===== src/rtl/mult_accum_stage.sv =====
// mult_accum_stage: sums len signed 32-bit products into an ACC_W-bit accumulator.
// Define MAC_SAT_EN for saturating adds with a sticky sat flag; otherwise adds wrap.
module mult_accum_stage #(
  parameter int ACC_W = 40,
  parameter int CNT_W = 8
) (
  input  logic             clk,
  input  logic             rst,
  input  logic             start,
  input  logic [CNT_W-1:0] len,
  input  logic             in_valid,
  output logic             in_ready,
  input  logic [31:0]      product,
  output logic             out_valid,
  input  logic             out_ready,
  output logic [ACC_W-1:0] acc_out,
  output logic             busy,
  output logic             sat
);
  typedef enum logic [1:0] {IDLE, ACC, DONE} state_t;
  state_t r_state, w_next;
  logic [ACC_W-1:0] r_acc, w_sum, w_prod;
  logic [CNT_W-1:0] r_rem;
  logic r_sat, w_ovf, w_xfer, w_load;
  assign w_prod = {{(ACC_W-32){product[31]}}, product};
`ifdef MAC_SAT_EN
  logic [ACC_W:0] w_wide;
  assign w_wide = {w_prod[ACC_W-1], w_prod} + {r_acc[ACC_W-1], r_acc};
  assign w_ovf = w_wide[ACC_W] ^ w_wide[ACC_W-1];
  // on overflow the true sign bit picks min or max
  assign w_sum = w_ovf ? {w_wide[ACC_W], {(ACC_W-1){~w_wide[ACC_W]}}} : w_wide[ACC_W-1:0];
`else
  assign w_ovf = 1'b0;
  assign w_sum = r_acc + w_prod;
`endif
  assign w_xfer = in_valid && r_state == ACC;
  assign w_load = start && r_state == IDLE;
  always_comb begin
    w_next = r_state;
    case (r_state)
      IDLE:    w_next = start ? (len != '0 ? ACC : DONE) : IDLE;
      ACC:     w_next = (w_xfer && r_rem == CNT_W'(1)) ? DONE : ACC;
      DONE:    w_next = out_ready ? IDLE : DONE;
      default: w_next = IDLE;
    endcase
  end
  always_ff @(posedge clk) begin
    if (rst) begin
      r_state <= IDLE;
      r_acc   <= '0;
      r_rem   <= '0;
      r_sat   <= 1'b0;
    end else begin
      r_state <= w_next;
      if (w_load) begin
        r_acc <= '0;
        r_rem <= len;
        r_sat <= 1'b0;
      end else if (w_xfer) begin
        r_acc <= w_sum;
        r_rem <= r_rem - CNT_W'(1);
        r_sat <= r_sat | w_ovf;
      end
    end
  end
  assign in_ready  = r_state == ACC;
  assign out_valid = r_state == DONE;
  assign busy      = r_state != IDLE;
  assign acc_out   = r_acc;
  assign sat       = r_sat;
endmodule


===== config.mk =====
export PLATFORM = sky130hd
export DESIGN_NAME = mult_accum_stage
export DESIGN_NICKNAME = d
export VERILOG_FILES = /design/src/rtl/mult_accum_stage.sv
export SDC_FILE = /design/constraint.sdc
export NUM_CORES = 1
export LEC_CHECK = 0
export BUFFER_PORTS_ARGS = -buffer_cell sky130_fd_sc_hd__buf_2
export CAP_MARGIN = 20
export CORE_AREA = 2 2 82 91
export DETAILED_ROUTE_END_ITERATION = 8
export DIE_AREA = 0 0 84 93
export PLACE_DENSITY = 0.83
export SYNTH_ARGS = -nofsm -noshare
export SYNTH_HDL_FRONTEND = slang
export SYNTH_SLANG_ARGS = --single-unit

===== constraint.sdc =====
create_clock -name clk -period 7.1 [get_ports clk]
set_input_delay 1.065 -clock clk [delete_from_list [all_inputs] [get_ports clk]]
set_output_delay 1.065 -clock clk [all_outputs]
set_load 0.02 [all_outputs]

==> impl_metrics.csv <==
group,metric,value,unit
cells_and_area,diodes,0,
yosys,synth_cells,523,
die,ioPinCount,89,
detailed_routing,drt-vias-per-instance,6.04,
detailed_routing,drt-total-wl,9780,µm
timing,max_freq,288,MHz
place,io_buffers,87,
global_route,grt_util_all_layers,0.247,
timing,min_period,3.47,ns
cells_and_area,fin_nets,682,
timing,clock_skew,0.00921,ns
timing,hold_ws,0.474,ns
detailed_routing,drcViolationCount,0,
die,rows,32,
yosys,synth-edff-count,0,
timing,worst_pin_slew,0.875,ns
die,coreArea,6930,µm²
timing,setup_slack,3.63,ns
timing,finalCritPeriodShare,0.489,
place,place_congestion,0.938,
setup_path,cp_max_fo,4,
clock_network,cts_buffers,5,
clock_network,clock_path_buffers,2,
cells_and_area,multi_input_area,2840,µm²
yosys,ys_seq_elements,50,
global_route,grt_max_degree,48,
setup_path,arrival,3.69,ns
detailed_routing,top_layer,"met4",
global_route,first_global_vias,3750,
cells_and_area,final_area,4520,µm²
detailed_routing,antenna_left,0,
die,initial_utilization,0.582,
clock_network,tritoncts,"built",
timing,rsz0062_at_grt,"no",
run_status,outcome,"finished, final reports clean",
cells_and_area,final_cell_mix,"87 x buf_2, 84 x nand2_1, 64 x a21oi_1",
yosys,synth_area,4030,µm²
cells_and_area,final_common_cell,"buf_2",
pwr,vdd_drop_max,92.6,µV
setup_path,crit_type,"in -> reg",
global_route,antenna_found_initial,0,
die,die-width,84,µm
cells_and_area,syn_to_final_growth,12.3,%
setup_path,end_kind,"register",
setup_path,cp.required,7.32,ns
detailed_routing,drtIter0Drc,185,
detailed_routing,wl_met1,4320,µm
clock_network,htree_levels,2,
timing,slew_headroom,0.416,
detailed_routing,wl_met3,514,µm
clock_network,postCtsSetupRepairBufs,0,
place,postPlaceCellArea,4430,µm²
clock_network,insertion_delay,0.32,ns
yosys,seq_area_frac_synth,0.248,
clock_network,clkTransAtPathRegs,0.10,ns
global_route,grt_pass1_wl,16300,µm
cells_and_area,drive_above_1_share,0.188,
global_route,grt.overflow.total,0,
clock_network,ctsHoldBuffers,0,
pwr,power.density,148,nW/µm²
die,die_y,93,µm
yosys,ys_warn_count,0,
place,place_ws,3.31,ns
timing,setup_viol,0,
detailed_routing,firstDrtPassIters,5,
clock_network,cts.sink_count,50,
cells_and_area,final_cells,681,
yosys,synth.distinct_cells,64,
detailed_routing,route.met2.wl,4760,µm
clock_network,cts-root-buf,"clkbuf_8",
yosys,yosys_most_used_dff,"dfxtp_1",
cells_and_area,seq_area,1000,µm²
detailed_routing,num_vias,4111,
yosys,syn_area_per_cell,7.70,µm²
detailed_routing,wl_per_cell,14.4,µm
cells_and_area,utilization,0.653,
timing,slew_viol_final,0,
pwr,leakagePower,2.13,nW
setup_path,crit_path_start_kind,"input port",
pwr,p_total,0.668,mW
yosys,synthArstFlopShare,0,
place,place_hpwl,7290,µm
run,max_cap_violations,0,
yosys,syn_nets,610,
hold_path,worstHoldPathType,"reg -> reg",
place,dp.cells,673,
timing,hold_violations,0,
die,dieArea,7810,µm²
cells_and_area,fill_cells,639,
timing,tns,0,ns
clock_network,post_cts_resized,0,
report_power, final:
group / total (mW) / internal, mW / switching, mW / leakage [nW]
sequential: 0.302 / 0.292 / 0.00980 / 0.406
combinational: 0.187 / 0.0728 / 0.114 / 1.68
clock: 0.180 / 0.0714 / 0.108 / 0.0447
total: 0.668 / 0.436 / 0.232 / 2.13
state kept, by name, summed over array words and instances (netlist names):
| signal | cells |
|---|---|
| acc_out | 40 |
| r_rem | 8 |
| r_state | 2 |
synthesized netlist by cell type, types with 8 or more instances:
| cell | count | area, µm² |
|---|---|---|
| a211oi_1 | 8 | 60.1 |
| a21o_1 | 20 | 150 |
| a21oi_1 | 64 | 320 |
| clkbuf_1 | 15 | 56.3 |
| dfxtp_1 | 50 | 1000 |
| ha_1 | 41 | 513 |
| inv_1 | 9 | 33.8 |
| nand2_1 | 84 | 315 |
| nand3_1 | 11 | 55.1 |
| nand4_1 | 9 | 56.3 |
| nor2_1 | 41 | 154 |
| nor3_1 | 10 | 50.1 |
| o21ai_0 | 19 | 95.1 |
| o21ai_1 | 10 | 50.1 |
| xnor2_1 | 17 | 149 |
| xor2_1 | 14 | 123 |
routing by layer:
metal,GRT usage,vias up
li1,-,2040
met1,0.308,1914
met2,0.437,135
met3,0.0300,22
met4,0.0927,0
met5,0,-
worst max-delay path, cell delays in order:
cell and delay (ns):
buf_2 0.11, ha_1 0.21, fa_1 0.42, a211oi_1 0.23
nor2_1 0.14, o211ai_2 0.22, nand2_4 0.09, a31oi_4 0.20
o21ai_2 0.12, a221oi_2 0.30, nor2b_1 0.10, o311a_1 0.29
a32o_1 0.21
worst paths after layout:
kind / cells past startpoint / slack, ns / endpoint / from
setup / recovery: 13 / 3.63 / acc_out[34] / product[0]
hold / removal: 2 / 0.47 / acc_out[39] / acc_out[39]
setup reg to reg: 12 / 4.12 / acc_out[34] / acc_out[0]
hold reg to reg: 2 / 0.47 / acc_out[39] / acc_out[39]
cell type report:
type                       count  area share
multi-input combinational    440       0.627
sequential                    50       0.221
timing repair buffer          89      0.0996
tap                           85      0.0235
clock buffer                   5      0.0152
inverter                       9     0.00747
clock inverter                 3     0.00553
cells by family after synthesis:
kind of cell	after synthesis	synth area share
AND/OR/NAND/NOR	190	0.217
AO/OA/AOI/OAI	174	0.282
flip-flops	50	0.248
adder cells (fa/ha/maj)	42	0.132
buffers and inverters	33	0.0469
XOR/XNOR	31	0.0674
multiplexers	2	0.00497
other	1	0.000931
Power figures use the tool's default switching activity.
